--- src/rtl/mem_access_ctrl.sv ---
// Load/store controller between the MEM stage and the data memory port.
// Build option: define MISALIGNED_TRAP_EN to trap misaligned accesses instead of splitting them.
module mem_access_ctrl #(
  parameter logic [31:0] DMEM_BASE  = 32'h0100_0000,
  parameter logic [31:0] DMEM_BYTES = 32'h0010_0000
) (
  input  logic        clock,
  input  logic        reset_n,
  input  logic        req_valid,
  output logic        req_ready,
  input  logic        req_write,
  input  logic [2:0]  req_funct3,
  input  logic [31:0] req_addr,
  input  logic [31:0] req_wdata,
  output logic        rsp_valid,
  input  logic        rsp_ready,
  output logic [31:0] rsp_rdata,
  output logic        rsp_error,
  output logic        mem_read_write,
  output logic [1:0]  mem_access_size,
  output logic [31:0] mem_address,
  output logic [31:0] mem_data_in,
  input  logic [31:0] mem_data_out
);

  localparam int unsigned XLEN  = 32;
  localparam int unsigned OFF_W = XLEN + 1;

  localparam logic [1:0] SIZE_BYTE = 2'b00;
  localparam logic [1:0] SIZE_HALF = 2'b01;
  localparam logic [1:0] SIZE_WORD = 2'b10;

  typedef enum logic [1:0] {
    S_IDLE,
    S_ACCESS,
    S_SPLIT,
    S_RESP
  } state_t;

  // RV32 load extension: B/H sign-extend, BU/HU zero-extend, W unchanged.
  function automatic logic [XLEN-1:0] extend_load(input logic [2:0] funct3,
                                                  input logic [XLEN-1:0] data);
    case (funct3)
      3'b000:  return {{24{data[7]}}, data[7:0]};
      3'b001:  return {{16{data[15]}}, data[15:0]};
      3'b100:  return {24'h0, data[7:0]};
      3'b101:  return {16'h0, data[15:0]};
      default: return data;
    endcase
  endfunction

  state_t          state_q, state_d;
  logic [1:0]      k_q, k_d;
  logic            write_q, write_d;
  logic [2:0]      funct3_q, funct3_d;
  logic [XLEN-1:0] addr_q, addr_d;
  logic [XLEN-1:0] wdata_q, wdata_d;
  logic [XLEN-1:0] acc_q, acc_d;

  logic            req_ready_d;
  logic            rsp_valid_d;
  logic            rsp_error_d;
  logic [XLEN-1:0] rsp_rdata_d;
  logic            mem_rw_d;
  logic [1:0]      mem_size_d;
  logic [XLEN-1:0] mem_addr_d;
  logic [XLEN-1:0] mem_wdata_d;

  logic             illegal;
  logic             out_of_range;
  logic             misaligned;
  logic [2:0]       nbytes;
  logic [OFF_W-1:0] end_offset;

  logic [XLEN-1:0] merged;
  logic [1:0]      last_k;
  logic [1:0]      k_next;

  // Classify the request on the input ports; only consulted while accepting in IDLE.
  always_comb begin
    case (req_funct3[1:0])
      2'b00:   nbytes = 3'd1;
      2'b01:   nbytes = 3'd2;
      default: nbytes = 3'd4;
    endcase
    illegal      = (req_funct3[1:0] == 2'b11) ||
                   (req_funct3[2] && (req_write || req_funct3[1]));
    end_offset   = OFF_W'(req_addr - DMEM_BASE) + OFF_W'(nbytes);
    out_of_range = (req_addr < DMEM_BASE) || (end_offset > OFF_W'(DMEM_BYTES));
    misaligned   = ((req_funct3[1:0] == 2'b01) && req_addr[0]) ||
                   ((req_funct3[1:0] == 2'b10) && (req_addr[1:0] != 2'b00));
  end

  // Split datapath: byte k of the current access lands in lane k of the accumulator.
  always_comb begin
    last_k = (funct3_q[1:0] == 2'b01) ? 2'd1 : 2'd3;
    k_next = k_q + 2'd1;
    merged = acc_q;
    merged[{k_q, 3'b000} +: 8] = mem_data_out[7:0];
  end

  // Next state plus next value of every registered output.
  always_comb begin
    state_d     = state_q;
    k_d         = k_q;
    write_d     = write_q;
    funct3_d    = funct3_q;
    addr_d      = addr_q;
    wdata_d     = wdata_q;
    acc_d       = acc_q;
    rsp_valid_d = rsp_valid;
    rsp_error_d = rsp_error;
    rsp_rdata_d = rsp_rdata;
    mem_rw_d    = 1'b0;
    mem_size_d  = SIZE_WORD;
    mem_addr_d  = DMEM_BASE;
    mem_wdata_d = '0;

    case (state_q)
      S_IDLE: begin
        if (req_valid && req_ready) begin
          write_d     = req_write;
          funct3_d    = req_funct3;
          addr_d      = req_addr;
          wdata_d     = req_wdata;
          acc_d       = '0;
          k_d         = 2'd0;
          rsp_rdata_d = '0;
          rsp_error_d = 1'b0;
          if (illegal || out_of_range) begin
            state_d     = S_RESP;
            rsp_valid_d = 1'b1;
            rsp_error_d = 1'b1;
          end else if (misaligned) begin
`ifdef MISALIGNED_TRAP_EN
            state_d     = S_RESP;
            rsp_valid_d = 1'b1;
            rsp_error_d = 1'b1;
`else
            state_d     = S_SPLIT;
            mem_rw_d    = req_write;
            mem_size_d  = SIZE_BYTE;
            mem_addr_d  = req_addr;
            mem_wdata_d = {24'h0, req_wdata[7:0]};
`endif
          end else begin
            state_d     = S_ACCESS;
            mem_rw_d    = req_write;
            mem_size_d  = (nbytes == 3'd1) ? SIZE_BYTE :
                          (nbytes == 3'd2) ? SIZE_HALF : SIZE_WORD;
            mem_addr_d  = req_addr;
            mem_wdata_d = req_wdata;
          end
        end
      end

      S_ACCESS: begin
        state_d     = S_RESP;
        rsp_valid_d = 1'b1;
        rsp_rdata_d = write_q ? '0 : extend_load(funct3_q, mem_data_out);
      end

      S_SPLIT: begin
        acc_d = merged;
        if (k_q == last_k) begin
          state_d     = S_RESP;
          rsp_valid_d = 1'b1;
          rsp_rdata_d = write_q ? '0 : extend_load(funct3_q, merged);
        end else begin
          k_d         = k_next;
          mem_rw_d    = write_q;
          mem_size_d  = SIZE_BYTE;
          mem_addr_d  = addr_q + XLEN'(k_next);
          mem_wdata_d = {24'h0, wdata_q[{k_next, 3'b000} +: 8]};
        end
      end

      S_RESP: begin
        if (rsp_ready) begin
          state_d     = S_IDLE;
          rsp_valid_d = 1'b0;
          rsp_error_d = 1'b0;
          rsp_rdata_d = '0;
        end
      end

      default: state_d = S_IDLE;
    endcase

    req_ready_d = (state_d == S_IDLE);
  end

  // State and output registers; reset parks the memory port idle.
  always_ff @(posedge clock or negedge reset_n) begin
    if (!reset_n) begin
      state_q         <= S_IDLE;
      k_q             <= 2'd0;
      write_q         <= 1'b0;
      funct3_q        <= 3'b000;
      addr_q          <= '0;
      wdata_q         <= '0;
      acc_q           <= '0;
      req_ready       <= 1'b0;
      rsp_valid       <= 1'b0;
      rsp_error       <= 1'b0;
      rsp_rdata       <= '0;
      mem_read_write  <= 1'b0;
      mem_access_size <= SIZE_WORD;
      mem_address     <= DMEM_BASE;
      mem_data_in     <= '0;
    end else begin
      state_q         <= state_d;
      k_q             <= k_d;
      write_q         <= write_d;
      funct3_q        <= funct3_d;
      addr_q          <= addr_d;
      wdata_q         <= wdata_d;
      acc_q           <= acc_d;
      req_ready       <= req_ready_d;
      rsp_valid       <= rsp_valid_d;
      rsp_error       <= rsp_error_d;
      rsp_rdata       <= rsp_rdata_d;
      mem_read_write  <= mem_rw_d;
      mem_access_size <= mem_size_d;
      mem_address     <= mem_addr_d;
      mem_data_in     <= mem_wdata_d;
    end
  end

endmodule

--- config.mk ---
export PLATFORM = sky130hd
export DESIGN_NAME = mem_access_ctrl
export DESIGN_NICKNAME = d
export VERILOG_FILES = /design/src/rtl/mem_access_ctrl.sv
export SDC_FILE = /design/constraint.sdc
export NUM_CORES = 1
export LEC_CHECK = 0
export ABC_AREA = 1
export CORE_MARGIN = 4
export CORE_UTILIZATION = 35
export CTS_CLUSTER_DIAMETER = 200
export DETAILED_ROUTE_END_ITERATION = 10
export SLEW_MARGIN = 20
export SYNTH_ARGS = -nofsm -noshare
export SYNTH_HDL_FRONTEND = slang
export SYNTH_SLANG_ARGS = --single-unit
--- constraint.sdc ---
create_clock -name clock -period 10.1 [get_ports clock]
set_input_delay 1.01 -clock clock [delete_from_list [all_inputs] [get_ports clock]]
set_output_delay 1.01 -clock clock [all_outputs]
set_load 0.05 [all_outputs]
# Word-level counts from Yosys, hierarchy flattened
# Cells that the tools add are included.
op_classes:
  addsub: 5
  magnitude_cmp: 2
  eq_ne: 18
  n_shift: 3
  muxes: 49
  reduce_logical: 22
ops:
  columns: ["op", "n"]
  rows:
  - ["$pmux 32 s4", 3]
  - ["$mux 32", 11]
  - ["$pmux 32 s2", 3]
  - ["$add 33x3->33", 1]
  - ["$gt 33x21->1 const B", 1]
  - ["$sub 32x25->33 const B", 1]
  - ["$add 32x2->32", 1]
  - ["$bwmux 32", 1]
  - ["$lt 32x25->1 const B", 1]
  - ["$shift 8x7->32 const A", 1]
  - ["$shiftx 32x6->8", 1]
  - ["$shiftx 8x7->32", 1]
  - ["$mux 2", 14]
  - ["$ne 2x2->1 const B", 5]
  - ["$mux 1", 9]
  - ["$reduce_and 3->1", 3]
  - ["$eq 2x2->1 const B", 4]
  - ["$mux 8", 1]
  - ["$pmux 2 s2", 2]
  - ["$pmux 2 s4", 1]
  - ["$neg 5->7", 1]
  - ["$eq 2x1->1 const B", 3]
  - ["$eq 3x1->1 const B", 2]
  - ["$eq 3x3->1 const B", 2]
  - ["other kinds (13)", 26]
totals:
  ff_bits: 206

# Logic depth before layout (Yosys ltp)
# Gate-level depths: netlist of run 1.
logic_depth:
  depth_word: 10
  mapped_depth: 21
  mapped_depth_nobuf: 20

# Worst setup path after synthesis of run 1
# Ideal clock, no wire load.
synth_timing:
  kind: "register to register"
  startpoint: "reg k_q[0]"
  endpoint: "reg mem_address[30]"
  setup_time_ps: 120
  arrival_ps: 3296
  slack_ps: 6684
  path_stages_with_launch: 20
  n_path_buf: 3
  path_cell_list: "dfrtp_1 buf_2 inv_2 clkbuf_1 ha_1 inv_2 clkbuf_1 fa_1 nor3_2 nand3_1 nor2_2 nand4_1 nor2_1 inv_1 nor2_1 nand2_1 inv_1 nand3_1 nor2_1 nor2_1"
synth_via:
  elab_chain_len: 4
synth_rtl:
  columns: ["element", "line_no", "rtl"]
  rows:
  - ["from (decl)", "53", "logic [1:0] k_q, k_d;"]
  - ["from (signal assigned)", "213", "k_q <= k_d;"]
  - ["$add 2x1->2", "97", "k_next = k_q + 2'd1;"]
  - ["$add 32x2->32", "173", "mem_addr_d = addr_q + XLEN'(k_next);"]
  - ["$mux 32 (*)", "165", "if (k_q == last_k) begin"]
  - ["$pmux 32 s2 (*)", "119", "case (state_q)"]
  - ["net mem_addr_d[30]", "66", "logic [XLEN-1:0] mem_addr_d;"]
  - ["to (signal assigned)", "225", "mem_address <= mem_addr_d;"]
  - ["to (decl)", "21", "output logic [31:0] mem_address,"]
# Mark *: on every way through the listed nets, which the timed path passes. The rest lies on a longest branch.
# A chain may end at the register's enable or synchronous reset.

# Final worst setup path of run 1
# Same ends and word-level chain as after synthesis.

==> results of run 1 <==
[cells in the mapped netlist, types with 3 or more instances]
master | n | area, µm²
a21oi_1 | 65 | 325
a22oi_1 | 8 | 60.1
a31oi_1 | 3 | 18.8
buf_2 | 8 | 40.0
buf_6 | 6 | 67.6
clkbuf_1 | 45 | 169
dfrtp_1 | 204 | 5100
ha_1 | 14 | 175
inv_1 | 143 | 537
inv_2 | 4 | 15.0
nand2_1 | 400 | 1500
nand2_2 | 5 | 31.3
nand3_1 | 45 | 225
nand3_2 | 3 | 30.0
nand4_1 | 19 | 119
nor2_1 | 146 | 548
nor2_2 | 24 | 150
nor2_4 | 5 | 56.3
nor3_1 | 14 | 70.1
o21ai_0 | 197 | 986
o21ai_1 | 13 | 65.1
o21ai_2 | 10 | 87.6
o22ai_1 | 33 | 206
or2_2 | 7 | 43.8
xor2_1 | 5 | 43.8
[state kept, by name, summed over array words and instances, names as in the netlist]
signal,count
acc_q,32
req_ready,1
funct3_q,3
wdata_q,32
mem_read_write,1
mem_data_in,32
mem_access_size,2
k_q,2
write_q,1
rsp_valid,1
state_q,2
addr_q,32
mem_address,32
rsp_rdata,32
rsp_error,1
[routing by layer]
| metal | up-vias | GRT usage, % |
|---|---|---|
| li1 | 5067 | - |
| met4 | 0 | 4.26 |
| met2 | 378 | 32.7 |
| met3 | 34 | 3.59 |
| met1 | 4877 | 28.3 |
| met5 | - | 0 |
[stage by stage]
stage / power (µW) / cell area [µm²] / instances / setup WS (ps) / hold slack, ps
after floorplan: 2420 / 10900 / 1450 / 6680 / 437
after global placement: 3020 / 13200 / 1995 / 5440 / 458
after detailed placement: 3030 / 13200 / 1995 / 5330 / 463
after CTS: 3990 / 14100 / 2039 / 5360 / 477
after global routing: 4230 / 14100 / 2039 / 4730 / 497
final: 3980 / 14100 / 2039 / 5350 / 474
[how the worst max path moves through the flow]
stage                  startpoint               to  slack (ps)  cells after the start
finish                     k_q[0]  mem_address[30]        5350                     16
global route               k_q[0]  mem_address[30]        4730                     16
CTS                        k_q[0]  mem_address[30]        5360                     16
detailed placement  req_funct3[1]   mem_address[2]        5330                     17
global placement    req_funct3[1]  mem_address[19]        5440                     17
floorplan                  k_q[0]  mem_address[30]        6680                     19
[worst reg2reg max path: stages (launching register included)]
cell and delay [ps]:
dfrtp_1 930, inv_2 440, ha_1 700, inv_2 270, fa_1 500, nor3_2 300, nand3_1 230, nor2_2 210
nand4_1 170, nor2_1 200, inv_1 90, nor2_1 170, nand2_1 100, inv_1 80, nand3_1 80, nor2_1 100
nor2_1 50
[logic make-up (layout without fill, tap and decap cells)]
| logic type | count (synthesis) | in the layout | synth area share [%] |
|---|---|---|---|
| AOI/OAI and AO/OA | 335 | 335 | 16.5 |
| adders and majority gates | 16 | 16 | 1.97 |
| xor gates and xnor gates | 7 | 7 | 0.561 |
| and+or+nand+nor | 677 | 677 | 26.1 |
| DFF | 206 | 206 | 47.2 |
| buffers and inverters | 209 | 402 | 7.68 |
[where the power goes]
group          internal [µW]  switching [µW]
clock                    599             353
combinational            513            1220
sequential              1100             189
[area by class of cell]
cell class / instances / area share [%]
inverter: 148 / 3.93
clock buffer: 37 / 5.16
clock inverter: 7 / 1.06
timing repair buffer: 210 / 14.8
tap: 396 / 3.51
sequential: 206 / 36.5
multi-input combinational: 1035 / 35.0
==> metrics.yaml, run 1 <==
status:
  status: "completed"
critical_path:
  worst_ep_arrival_time_ps: 5150
  cp.buffers_inverters: 4
  cpLargestDelayFamily: "simple AND/OR/NAND/NOR gates"
  r2r_cells: 16
  slowest_stage: "dfrtp_1"
  startpoint_type: "flop"
  path_common_cell: "nor2_1"
  crit_type: "flop to flop"
  crit_chain: "inv_2 -> ha_1 -> inv_2 -> fa_1 -> nor3_2 -> nand3_1 -> nor2_2 -> nand4_1 -> nor2_1 -> inv_1 -> nor2_1 -> nand2_1 -> inv_1 -> nand3_1 -> nor2_1 -> nor2_1"
  cp.required_ps: 10500
  end_kind: "flop"
  rr_startpoint: "k_q[0]"
  r2r_slack_ps: 5350
  reg2reg_to: "mem_address[30]"
  cpPeakStageDelay_ps: 930
  cp_max_fo: 30
pwr:
  p_per_area_mw_per_mm2: 281
  peakVddDrop_uv: 117
  p_leak_uw: 0.00637
layout:
  multi_input_area_mm2: 0.00495
  diodes: 0
  mostFrequentLayoutCell: "nand2_1"
  register_area_mm2: 0.00516
  fin_nets: 1745
  area_growth_pct: 29.3
  layout-drive-gt1-share_pct: 6.70
  final_util_pct: 46.1
  fillers: 3064
  layout_common_cells: "nand2_1, dfrtp_1, clkdlybuf4s50_1"
drt:
  drt-met1-wl_um: 15400
  wl_um: 35000
  wl_per_cell_um: 17.1
  dr_wl_met2_um: 16300
  firstDrtPassIters: 6
  drc: 0
  routed.top_layer: "met4"
  met3WireLength_um: 2690
  drtIter0Drc: 767
  vias_per_cell: 5.08
  antenna_left: 0
  num_vias: 10400
die:
  fp.coreArea_mm2: 0.0307
  start_util_pct: 35.6
  die-area_mm2: 0.0341
  die_y_um: 185
  ioPinCount: 206
  rows: 64
  die_w_um: 185
clock_tree:
  cts_max_path_buffers: 3
  post_cts_buffers: 0
  cts_num_sinks: 206
  hold_buffers: 0
  clkLatencyLatePin_ps: 540
  post_cts_resized: 0
  htree_levels: 1
  cts_tree: "yes"
  clock_tree.root_cell: "clkbuf_16"
  clk_pin_slew_ps: 60
  numCtsBuffers: 24
worst_hold_path:
  hold_end: "rsp_valid"
  hold_class: "flop to flop"
  hp-start: "rsp_valid"
  hold_depth: 2
sta:
  finalCritPeriodShare_pct: 47.0
  maxSlewHeadroom_pct: 28.3
  min_period_ps: 4750
  setup_viol: 0
  rsz0062_at_grt: "false"
  slew_violations: 0
  clock_skew_ps: 31.9
  hold_viol_final: 0
  setup_tns_ps: 0
  worstMarginPinSlew_ps: 1080
  max_clock_freq_mhz: 211
place:
  place_hpwl_um: 25700
  gp_congestion: 0.862
  numPortBuffers: 205
flow_run:
  drv_cap: 0
synthesis:
  ys_types: 42
  async_reset_ff_share_pct: 100
  avgSynthCellArea_um2: 7.54
  synthesis.nets: 1570
  synth_area_mm2: 0.0109
  yosys_warnings: 0
  synth_ff_type: "dfrtp_1"
  ys_ff_latch: 206
  synth_edf_count: 0
  syn_inst: 1450
  ys_seq_area_share_pct: 47.2
global_route:
  grt_pass1_vias: 9998
  grt_max_degree: 111
  antenna_found_initial: 0
  grt_usage_pct: 20.1
  grt_pass1_wl_um: 55100
  grt_remaining_overflow: 0
Power figures use the tool's default switching activity.
==> inputs of run 2 (changes only) <==
clock period = 4.58 ns   (was 10.1 ns; I/O delays follow)
==> metrics.yaml, run 2 (synthesized netlist as in run 1, its figures left out) <==
status:
  status: "completed"
sta:
  rsz0062_at_grt: "false"
  worstMarginPinSlew_ps: 1090  # +13.5 ps
  setup_ws_ps: 990  # -4360 ps
  hold_viol_final: 0  # unchanged
  slew_violations: 0  # unchanged
  setup_viol: 0  # unchanged
  maxSlewHeadroom_pct: 27.4  # -0.90 points
  finalCritPeriodShare_pct: 78.4  # +31 points
  min_period_ps: 3590  # -1160 ps
  clock_skew_ps: 18.5  # -13.4 ps
  holdWs_ps: 76.6  # -398 ps
  max_clock_freq_mhz: 279  # +32%
  setup_tns_ps: 0  # unchanged
global_route:
  grt_remaining_overflow: 0  # unchanged
  grt_pass1_vias: 10000  # +0.27%
  grt_pass1_wl_um: 55300  # +0.21%
  grt_usage_pct: 20.1  # +0.054 points
  antenna_found_initial: 0  # unchanged
  grt_max_degree: 116  # +4.5%
flow_run:
  drv_cap: 0  # unchanged
place:
  dp_slack_ps: 588  # -4740 ps
  place_hpwl_um: 25500  # -0.85%
  gp_congestion: 0.891  # +3.4%
  numPortBuffers: 205  # unchanged
layout:
  mostFrequentLayoutCell: "nand2_1"
  register_area_mm2: 0.00516  # unchanged
  fillers: 3101  # +1.2%
  layout-drive-gt1-share_pct: 7.09  # +0.39 points
  diodes: 0  # unchanged
  layout_common_cells: "nand2_1, dfrtp_1, clkdlybuf4s50_1"
  multi_input_area_mm2: 0.00494  # about the same
  area_growth_pct: 29.3  # about the same
  fin_nets: 1754  # +0.52%
drt:
  firstDrtPassIters: 7  # +1
  drc: 0  # unchanged
  wl_per_cell_um: 17.0  # -0.71%
  drtIter0Drc: 774  # +0.91%
  num_vias: 10300  # -0.88%
  vias_per_cell: 5.01  # -1.3%
  antenna_left: 0  # unchanged
  wl_um: 34900  # -0.32%
pwr:
  p_sw_share_pct: 44.7  # +0.42 points
  peakVddDrop_uv: 375  # +220%
  p_leak_uw: 0.00639  # +0.22%
  seq_power_share_pct: 32.4  # about the same
  p_per_area_mw_per_mm2: 611  # +120%
  pwr-share-comb_pct: 45.1  # +1.5 points
  internal-power_uw: 4770  # +120%
  clockPowerShare_pct: 22.5  # -1.5 points
  switchingPower_uw: 3860  # +120%
critical_path:
  cp_max_fo: 18  # -40%
  crit_type: "flop to flop"
  startpoint_type: "flop"
  end_kind: "flop"
  cp.required_ps: 4980  # -5520 ps
  worst_ep_arrival_time_ps: 3990  # -1160 ps
clock_tree:
  hold_buffers: 0  # unchanged
  htree_levels: 1  # unchanged
  cts_max_path_buffers: 3  # unchanged
  post_cts_resized: 0  # unchanged
  cts_tree: "yes"
  numCtsBuffers: 24  # unchanged
  clk_pin_slew_ps: 60  # about the same
  post_cts_buffers: 0  # unchanged
  clock_tree.root_cell: "clkbuf_16"
  clkLatencyLatePin_ps: 520  # -20 ps
  cts_num_sinks: 206  # unchanged
die:
  die_y_um: 185  # unchanged
  fp.coreArea_mm2: 0.0307  # unchanged
  rows: 64  # unchanged
  die_w_um: 185  # unchanged
  ioPinCount: 206  # unchanged
  start_util_pct: 35.6  # unchanged
  die-area_mm2: 0.0341  # unchanged
worst_hold_path:
  hold_class: "input port to asynchronous set/reset pin"
## run 2: cell count changes in the layout (fill, tap and decap cells not counted), sizes merged
cell      delta
clkinvlp     +1
clkbuf       -5
buf          +9
bufinv       -1
clkinv       +4
## run 2: worst max-delay path, stage by stage (launching register included)
cell and delay (ps):
dfrtp_1 400, inv_1 130, ha_1 320, inv_2 180, fa_1 490, nor3_2 320
nand3_1 220, nor2_2 210, nand4_1 190, nor2_1 250, inv_1 110, nor2_1 200
nand2_1 110, inv_1 90, nand3_1 90, nor2_1 100, nor2_1 50
## run 2: final timing paths
kind | start | to | slack, ps | cells past startpoint
worst min register to register | wdata_q[17] | wdata_q[17] | 470 | 2
worst min-delay path | reset_n | acc_q[30] | 80 | 1
min in group clock | wdata_q[17] | wdata_q[17] | 470 | 2
worst max register to register | k_q[1] | mem_address[30] | 990 | 16
worst max-delay path | k_q[1] | mem_address[30] | 990 | 16
max in group asynchronous | reset_n | mem_access_size[1] | 3450 | 2
## run 2: power groups by stage
stage | sequential (µW) | clock (µW) | combinational (µW)
after floorplan | 3500 | 0 | 1850
after global placement | 2810 | 0 | 3870
after detailed placement | 2820 | 0 | 3910
after CTS | 2790 | 1990 | 3920
after global routing | 2860 | 2070 | 4290
final | 2790 | 1940 | 3890
## run 2: per-stage QoR
step,total power (µW),cells,util [%],instance area [µm²]
3_3_place_gp,6680,2004,43.5,13300
4_1_cts,8700,2047,46.1,14100
5_1_grt,9230,2047,46.1,14100
3_5_place_dp,6720,2004,43.5,13300
2_1_floorplan,5350,1450,-,10900
6_report,8630,2047,46.1,14100
## run 2: layer usage
| layer | GRT usage, % | wire (µm) | share of wire [%] | up-vias |
|---|---|---|---|---|
| li1 | - | - | - | 5077 |
| met1 | 29.0 | 16000 | 46 | 4847 |
| met2 | 33.0 | 16300 | 47 | 299 |
| met3 | 2.17 | 1910 | 5.5 | 42 |
| met4 | 4.40 | 711 | 2.0 | 0 |
| met5 | 0 | 0 | 0 | - |
## run 2: layout make-up
| type | instances | share of cell area [%] |
|---|---|---|
| timing repair buffer | 219 | 15.4 |
| clock buffer | 32 | 4.68 |
| sequential | 206 | 36.5 |
| multi-input combinational | 1035 | 35.0 |
| tap | 396 | 3.51 |
| inverter | 148 | 3.93 |
| clock inverter | 11 | 1.02 |
==> inputs of run 3 (changes only) <==
clock period = 3.35 ns   (was 4.58 ns; I/O delays follow)
==> metrics.yaml, run 3 (synthesized netlist as in run 1, its figures left out) <==
drt:
  wl_per_cell_um: 16.9  # -0.81%
  drtIter0Drc: 909  # +17%
  num_vias: 10400  # +0.87%
  drc: 0  # unchanged
  antenna_left: 0  # unchanged
  firstDrtPassIters: 5  # -2
  wl_um: 34900  # about the same
  vias_per_cell: 5.01  # about the same
die:
  die_y_um: 185  # unchanged
  ioPinCount: 206  # unchanged
  die_w_um: 185  # unchanged
  die-area_mm2: 0.0341  # unchanged
  fp.coreArea_mm2: 0.0307  # unchanged
  start_util_pct: 35.6  # unchanged
  rows: 64  # unchanged
worst_hold_path:
  hold_class: "input port to flop"
  hold_end: "mem_data_in[29]"
  hp-start: "req_wdata[29]"
  hold_depth: 3
clock_tree:
  cts_num_sinks: 206  # unchanged
  htree_levels: 1  # unchanged
  clock_tree.root_cell: "clkbuf_16"
  cts_max_path_buffers: 3  # unchanged
  clk_pin_slew_ps: 60  # about the same
  numCtsBuffers: 24  # unchanged
  clkLatencyLatePin_ps: 520  # about the same
  cts_tree: "yes"
sta:
  max_clock_freq_mhz: 328  # +18%
  worstMarginPinSlew_ps: 894  # -195 ps
  setup_tns_ps: 0  # unchanged
  min_period_ps: 3050  # -540 ps
  clock_skew_ps: 27.0  # +8.54 ps
  maxSlewHeadroom_pct: 40.4  # +13 points
  rsz0062_at_grt: "false"
  finalCritPeriodShare_pct: 91.0  # +13 points
  setup_viol: 0  # unchanged
  slew_violations: 0  # unchanged
  hold_viol_final: 0  # unchanged
layout:
  diodes: 0  # unchanged
  mostFrequentLayoutCell: "nand2_1"
  layout_common_cells: "nand2_1, dfrtp_1, clkdlybuf4s50_1"
  fin_nets: 1771  # +0.97%
  area_growth_pct: 31.4
  layout-drive-gt1-share_pct: 8.21  # +1.1 points
critical_path:
  reg2reg_to: "mem_address[30]"
  path_common_cell: "nor2_1"
  crit_chain: "inv_1 -> ha_1 -> inv_2 -> fa_1 -> nor3_2 -> nand3_2 -> nor2_4 -> nand4_1 -> nor2_1 -> inv_1 -> nor2_1 -> nand2_1 -> inv_1 -> nand3_1 -> nor2_1 -> nor2_1"
  worst_ep_arrival_time_ps: 3450  # -540 ps
  cpPeakStageDelay_ps: 430  # -60 ps
  cp_max_fo: 5  # -13
  rr_startpoint: "k_q[1]"
  r2r_slack_ps: 300  # -690 ps
  startpoint_type: "flop"
  slowest_stage: "fa_1"
  crit_type: "flop to flop"
  r2r_cells: 16  # unchanged
  cp.required_ps: 3750  # -1230 ps
  end_kind: "flop"
global_route:
  grt_remaining_overflow: 0  # unchanged
  grt_max_degree: 111  # -4.3%
  grt_pass1_vias: 10300  # +2.9%
  antenna_found_initial: 0  # unchanged
  grt_pass1_wl_um: 55900  # +1.1%
  grt_usage_pct: 20.3  # +0.18 points
status:
  status: "completed"
pwr:
  p_per_area_mw_per_mm2: 834  # +37%
  p_leak_uw: 0.00650  # +1.8%
  peakVddDrop_uv: 415  # +11%
  finalPower_uw: 12000  # +39%
flow_run:
  drv_cap: 0  # unchanged
place:
  place_hpwl_um: 25900  # +1.3%
  numPortBuffers: 205  # unchanged
  gp_congestion: 0.882  # -1.0%
run 3: cell count changes in the layout (fill, tap and decap cells not counted):
cell / previous run / this run
buf_12: 1 / 4
buf_4: 13 / 26
clkbuf_1: 5 / 4
clkbuf_8: 4 / 8
clkinv_2: 6 / 3
clkinvlp_4: 1 / 2
dlygate4sd3_1: 0 / 1
nand3_1: 45 / 44
nand3_2: 3 / 4
nor2_2: 23 / 22
nor2_4: 7 / 8
o21ai_1: 13 / 12
o21ai_2: 10 / 11
run 3: per-layer routing:
| metal | share of wire (%) | GRT usage [%] |
|---|---|---|
| met5 | 0 | 0 |
| met4 | 2.2 | 5.02 |
| met3 | 5.6 | 2.76 |
| met2 | 47 | 33.3 |
| met1 | 45 | 28.6 |
run 3: timing repair:
| action | in CTS | in global routing |
|---|---|---|
| hold buffers | 1 | 0 |
| resized for setup | 0 | 3 |
| hold endpoints to repair | 61 | 0 |
| setup buffers | 0 | 0 |
| endpoints found under the setup margin | 0 | 3 |
run 3: cell type report:
cell class / count / area, µm²
timing repair buffer: 236 / 2340
multi-input combinational: 1035 / 4960
tap: 396 / 495
fill: 3017 / 16300
inverter: 148 / 556
sequential: 206 / 5160
clock inverter: 9 / 136
clock buffer: 35 / 712
run 3: power by group:
group / internal [µW] / switching [µW] / total, µW
logic: 1640 / 3750 / 5390
registers: 3320 / 502 / 3820
clock network: 1710 / 1050 / 2760
run 3: per-stage QoR:
| stage | hold slack, ps | setup slack [ps] | area [µm²] | util [%] | cells |
|---|---|---|---|---|---|
| after floorplan | 39.4 | 33.2 | 10900 | - | 1450 |
| after global placement | 453 | 142 | 13500 | 44.0 | 2020 |
| after detailed placement | 454 | 63.1 | 13500 | 44.0 | 2020 |
| after CTS | 344 | 175 | 14300 | 46.8 | 2065 |
| after global routing | 360 | 25.0 | 14400 | 46.8 | 2065 |
| final | 364 | 300 | 14400 | 46.8 | 2065 |
run 3: worst max path at each step:
stage / cells past startpoint / from / endpoint / slack (ps)
after floorplan: 19 / k_q[0] / mem_address[30] / 30
after global placement: 18 / req_funct3[0] / rsp_error / 140
after detailed placement: 17 / req_funct3[0] / mem_address[19] / 60
after CTS: 16 / k_q[1] / mem_address[30] / 170
after global routing: 16 / k_q[1] / mem_address[30] / 20
final: 16 / k_q[1] / mem_address[30] / 300
run 3: critical path, delay by kind of cell (launching register included):
kind	cells	cell delay, ps
fa+ha+maj	2	780
simple gates	10	1390
flops	1	400
buf+inv	4	350
